$ cat config.mk
export PLATFORM = sky130hd
export DESIGN_NAME = branch_resolve_queue
export DESIGN_NICKNAME = d
export VERILOG_FILES = /design/src/rtl/riscv_config_pkg.sv /design/src/rtl/riscv_types_pkg.sv /design/src/rtl/branch_resolve_queue.sv
export SDC_FILE = /design/constraint.sdc
export NUM_CORES = 1
export LEC_CHECK = 0
export BUFFER_PORTS_ARGS = -buffer_cell sky130_fd_sc_hd__buf_4
export CAP_MARGIN = 25
export CORE_ASPECT_RATIO = 0.8
export CORE_MARGIN = 1.5
export CORE_UTILIZATION = 30
export CTS_BUF_LIST = sky130_fd_sc_hd__clkbuf_2
export CTS_CLUSTER_SIZE = 14
export DETAILED_ROUTE_END_ITERATION = 6
export PLACE_DENSITY_LB_ADDON = 0.3
export SLEW_MARGIN = 20
export SYNTH_ARGS = -nofsm -noshare
export SYNTH_HDL_FRONTEND = slang
export SYNTH_SLANG_ARGS = --single-unit
$ cat constraint.sdc
create_clock -name clk_i -period 9.7 [get_ports clk_i]
set_input_delay 0.485 -clock clk_i [delete_from_list [all_inputs] [get_ports clk_i]]
set_output_delay 0.485 -clock clk_i [all_outputs]
set_load 0.02 [all_outputs]
$ cat src/rtl/riscv_config_pkg.sv
// Core-wide configuration constants shared by the front-end and execute blocks.
package riscv_config_pkg;

  localparam int XLEN              = 32;
  localparam int DEFAULT_BRQ_DEPTH = 8;

endpackage : riscv_config_pkg

$ cat src/rtl/riscv_types_pkg.sv
// Shared data types: address type and the branch-resolve-queue entry layout.
package riscv_types_pkg;

  import riscv_config_pkg::*;

  typedef logic [XLEN-1:0] addr_t;

  typedef struct packed {
    addr_t pc;
    logic  pred_taken;
    addr_t pred_target;
  } brq_entry_t;

endpackage : riscv_types_pkg

$ cat src/rtl/branch_resolve_queue.sv
// In-order queue of fetch-time branch predictions, checked against execute
// results; emits a registered redirect on mispredict and a predictor update.
module branch_resolve_queue
  import riscv_config_pkg::*;
  import riscv_types_pkg::*;
#(
  parameter int DEPTH = DEFAULT_BRQ_DEPTH
) (
  input  logic                     clk_i,
  input  logic                     rst_i,
  // alloc: an entry transfers on a rising edge where alloc_valid_i && alloc_ready_o.
  // resolve has no ready; it is consumed whenever the queue is non-empty.
  input  logic                     alloc_valid_i,
  output logic                     alloc_ready_o,
  input  logic [XLEN-1:0]          alloc_pc_i,
  input  logic                     alloc_pred_taken_i,
  input  logic [XLEN-1:0]          alloc_pred_target_i,
  input  logic                     resolve_valid_i,
  input  logic                     resolve_is_branch_i,
  input  logic                     resolve_taken_i,
  input  logic [XLEN-1:0]          resolve_target_i,
  input  logic                     flush_i,
  output logic                     mispredict_o,
  output logic [XLEN-1:0]          redirect_pc_o,
  output logic [$clog2(DEPTH):0]   count_o,
  output logic                     update_o,
  output logic [XLEN-1:0]          update_pc_o,
  output logic                     actual_taken_o,
  output logic [XLEN-1:0]          actual_target_o,
  output logic                     is_branch_o
);

  localparam int PW = $clog2(DEPTH);
  localparam int CW = PW + 1;
  localparam logic [CW-1:0] FULL_CNT = CW'(DEPTH);

  brq_entry_t        mem_q [DEPTH];
  logic [PW-1:0]     head_q, tail_q;
  logic [PW-1:0]     head_d, tail_d;
  logic [CW-1:0]     count_q, count_d;

  brq_entry_t        head_entry;
  logic              do_resolve;
  logic              do_alloc;
  logic              mispredict;
  logic              eff_taken;
  logic              kill;
  addr_t             redirect_pc;

  assign alloc_ready_o = (count_q < FULL_CNT);
  assign count_o       = count_q;
  assign head_entry    = mem_q[head_q];

  always_comb begin
    do_resolve  = resolve_valid_i && (count_q != '0);
    eff_taken   = resolve_is_branch_i && resolve_taken_i;
    mispredict  = 1'b0;
    if (resolve_is_branch_i) begin
      mispredict = (head_entry.pred_taken != resolve_taken_i) ||
                   (head_entry.pred_taken && resolve_taken_i &&
                    (head_entry.pred_target != resolve_target_i));
    end else begin
      // A non-branch that was predicted taken is a phantom branch.
      mispredict = head_entry.pred_taken;
    end
    redirect_pc = eff_taken ? resolve_target_i : (head_entry.pc + 32'd4);

    kill     = flush_i || (do_resolve && mispredict);
    do_alloc = alloc_valid_i && alloc_ready_o && !kill;

    head_d  = head_q + PW'(do_resolve);
    tail_d  = tail_q;
    count_d = count_q;
    if (kill) begin
      tail_d  = head_d;
      count_d = '0;
    end else begin
      tail_d  = tail_q + PW'(do_alloc);
      count_d = count_q + CW'(do_alloc) - CW'(do_resolve);
    end
  end

  // Payload storage carries no reset; occupancy alone defines validity.
  always_ff @(posedge clk_i) begin
    if (do_alloc) begin
      mem_q[tail_q] <= '{pc: alloc_pc_i, pred_taken: alloc_pred_taken_i,
                         pred_target: alloc_pred_target_i};
    end
  end

  always_ff @(posedge clk_i or posedge rst_i) begin
    if (rst_i) begin
      head_q  <= '0;
      tail_q  <= '0;
      count_q <= '0;
    end else begin
      head_q  <= head_d;
      tail_q  <= tail_d;
      count_q <= count_d;
    end
  end

  always_ff @(posedge clk_i or posedge rst_i) begin
    if (rst_i) begin
      mispredict_o    <= 1'b0;
      redirect_pc_o   <= '0;
      update_o        <= 1'b0;
      update_pc_o     <= '0;
      actual_taken_o  <= 1'b0;
      actual_target_o <= '0;
      is_branch_o     <= 1'b0;
    end else begin
      mispredict_o <= do_resolve && mispredict;
      update_o     <= do_resolve && resolve_is_branch_i;
      is_branch_o  <= do_resolve && resolve_is_branch_i;
      if (do_resolve) begin
        redirect_pc_o <= redirect_pc;
      end
      if (do_resolve && resolve_is_branch_i) begin
        update_pc_o     <= head_entry.pc;
        actual_taken_o  <= resolve_taken_i;
        actual_target_o <= resolve_target_i;
      end
    end
  end

  a_no_alloc_when_full : assert property (
    @(posedge clk_i) disable iff (rst_i) (count_q == FULL_CNT) |-> !do_alloc);

  a_count_bounded : assert property (
    @(posedge clk_i) disable iff (rst_i) count_q <= FULL_CNT);

  a_mispredict_after_resolve : assert property (
    @(posedge clk_i) disable iff (rst_i) mispredict_o |-> $past(do_resolve));

endmodule : branch_resolve_queue

==> reports/qor.yml <==
status: "finished, final reports clean"
rows: 94
clock_latency_ps: 1360
fin_skew_ps: 123.9
wirelength_um: 72920
ctsRootBufferMaster: "clkbuf_2"
min_period_ps: 6176
dp.cells: 2639
ys_seq_area_share_pct: 73.08
cp_slowest_stage_delay_ps: 860
path_common_cell: "buf_4"
final.fill_count: 7763
slowest_stage: "dfrtp_4"
finalHoldViolations: 0
p_leak_nw: 11.71
clkSlewWorstSetupHoldPaths_ps: 100
die_w_um: 326.4
cp_max_fo: 45
start_kind: "flop"
yosys-top-cells-area: "edfxtp_1 62%, dfrtp_1 11%, mux4_2 8.0%, mux2_2 3.2%, mux2i_1 3.0%"
crit_chain: "buf_4 -> buf_4 -> mux2_2 -> o22ai_1 -> or3_1 -> nand4_1 -> nor4_1 -> nand4_1 -> a31o_2 -> nor2_4 -> buf_4"
max_slew.worst_pin.slew_ps: 1165
max-vdd-ir-drop_mv: 0.1414
final_nets: 2037
ant_nets: 0
grt_max_degree: 72
slew_violations: 0
max-cap-violations: 0
first_iter_violations: 1227
p_total_w: 0.008671
grt_pass1_wl_um: 106100
ys_seq_elements: 629
post_cts_buffers: 0
seqCellArea_mm2: 0.01835
power.density_mw_per_mm2: 272.9
crit_required_ps: 10590
synth_edf_count: 520
cp.depth: 11
htree_levels: 4
die_y_um: 261.7
worstPathArrival_ps: 7060
worstRegToRegCells: 11
gp_congestion: 0.8042
drcViolationCount: 0
syn2layout_area_growth_pct: 26.61
hp-class: "in2reg"
coreArea_mm2: 0.08256
via_count: 15079
io_buffers: 208
grt_antenna_before_repair: 15
setup_viol: 0
ff2ff_setup_slack_ps: 3520
via_per_inst: 4.772
rsz0062_at_grt: "no"
max_freq_mhz: 161.9
crit_family: "buffers and inverters"
path_class: "reg2reg"
avgSynthCellArea_um2: 18.50
finalCritPeriodShare_pct: 63.67
die-area_mm2: 0.08542
slew_headroom_pct: 20.12
yosys_warnings: 0
syn-cell-area_mm2: 0.02510
synth_top_area_share_pct: 62.21
multiInputGateArea_mm2: 0.006351
drive_above_1_share_pct: 33.97
drtPass1Iterations: 5
initial_core_util_pct: 30.40
io_pins: 209
fin_setup_tns_ps: 0
cts_tree: "done"
cts_buffer_depth: 3
cp-end-kind: "flop"
grt_pass1_vias: 15847
synthCells: 1357
wl_per_cell_um: 23.08
synth_top_cell_by_area: "edfxtp_1"
synth_fp_nets: 1473
grt.total_usage_pct: 17.23
stdcell_count: 3160
ys_types: 59
clkSinkCount: 629
hold_depth: 4
dpl.hpwl_um: 45480
synthArstFlopShare_pct: 17.33
overflow: 0
cts-buffers-inserted: 164
ys.flop_type: "edfxtp_1"
path_buf_inv: 3
-- per-stage QoR --
step	hold slack, ps	utilization (%)	setup WS [ps]	cell area [um^2]
2_1_floorplan	514.1	-	13.33	25100
3_3_place_gp	474.2	33.87	3640	27960
3_5_place_dp	473.8	33.87	3523	27960
4_1_cts	1.946	38.46	3437	31760
5_1_grt	126.0	38.49	3112	31780
6_report	212.7	38.49	3524	31780
-- flip-flops by register name (all words and copies together) (netlist names) --
register         flops
head_q               3
mispredict_o         1
is_branch_o          1
tail_q               3
mem_q              520
actual_taken_o       1
redirect_pc_o       32
update_pc_o         32
actual_target_o     32
count_o              4
-- cell usage after synthesis (6+ instances only) --
cell type  number
nor2_1         40
mux4_2         89
dfrtp_1       109
and3_1          9
buf_2          14
mux2_2         72
a21oi_1        32
inv_1          13
o22ai_1        22
o21ai_0        60
nor3_1         11
or3_1           9
ha_1           11
mux4_1          9
nand2_1        65
xnor2_1         6
clkbuf_1       20
nor4_1         14
nand2b_1        8
nand4_1         9
buf_6           6
a221oi_1        8
buf_4          15
a22o_1          8
edfxtp_1      520
xor2_1         47
mux2i_1        76
-- area by class of cell --
cell class,instances,share of cell area [%]
diodes,7,0.05512
clock buffers,242,3.811
clock inverters,52,1.205
inverters,15,0.2087
multi-input cells,650,19.99
flip-flops and latches,629,57.75
well taps,1104,4.347
repair buffers,461,12.63
-- worst min-delay path, delay by kind of cell --
kind                   cells  cell delay (ps)
AOI/OAI and AO/OA          2              290
buffers and inverters      2              720
-- where the power goes --
part           switching [W]  internal, W  leakage [nW]
clock                0.00110     0.000831          1.20
combinational        0.00178      0.00137          4.51
sequential          0.000285      0.00330          6.00
-- placed cells by master (no fill, tap or decap), drive strengths merged, types with 9 or more instances in the layout --
cell type / instances
mux4: 98
nor2: 40
nor4: 16
nand4: 9
nor3: 11
ha: 11
o21ai: 60
clkbuf: 242
a21oi: 32
dfrtp: 109
or3: 10
clkinv: 42
mux2: 72
buf: 241
edfxtp: 520
inv: 18
xor2: 47
dlygate4sd3: 220
mux2i: 77
nand2: 66
o22ai: 22
and3: 9
-- worst paths after layout --
path                                            endpoint                         from
max                               mem_q[2][23]$_DFFE_PP_          head_q[0]$_DFF_PP0_
min                        redirect_pc_o[31]$_DFFE_PP0P_         resolve_target_i[31]
max reg2reg                       mem_q[2][23]$_DFFE_PP_          head_q[0]$_DFF_PP0_
min reg2reg                  update_pc_o[25]$_DFFE_PP0P_  update_pc_o[25]$_DFFE_PP0P_
max in group asynchronous     update_pc_o[1]$_DFFE_PP0P_                        rst_i
min in group asynchronous  redirect_pc_o[11]$_DFFE_PP0P_                        rst_i
-- layer usage --
layer | global-route usage, % | vias to the layer above | routed length, um
met2 | 26.19 | 537 | 32890
met5 | 0 | - | 92
met3 | 5.193 | 138 | 5511
met4 | 6.546 | 16 | 1826
met1 | 23.28 | 7735 | 32600
li1 | - | 6653 | -
-- logic make-up after synthesis --
family / Yosys count / share of synthesized area [%]
AND/OR/NAND/NOR: 190 / 3.823
AO/OA/AOI/OAI: 148 / 3.534
adder cells (fa/ha/maj): 12 / 0.6281
multiplexers: 247 / 15.24
XOR/XNOR: 53 / 1.849
flip-flops: 629 / 73.08
buffers and inverters: 78 / 1.844
-- what timing repair did --
action                    4_1_cts  5_1_grt
hold endpoints to repair      953        0
gates resized for setup         0        0
hold buffers                  220        0
Note: power is estimated with default switching activity, not from simulation.
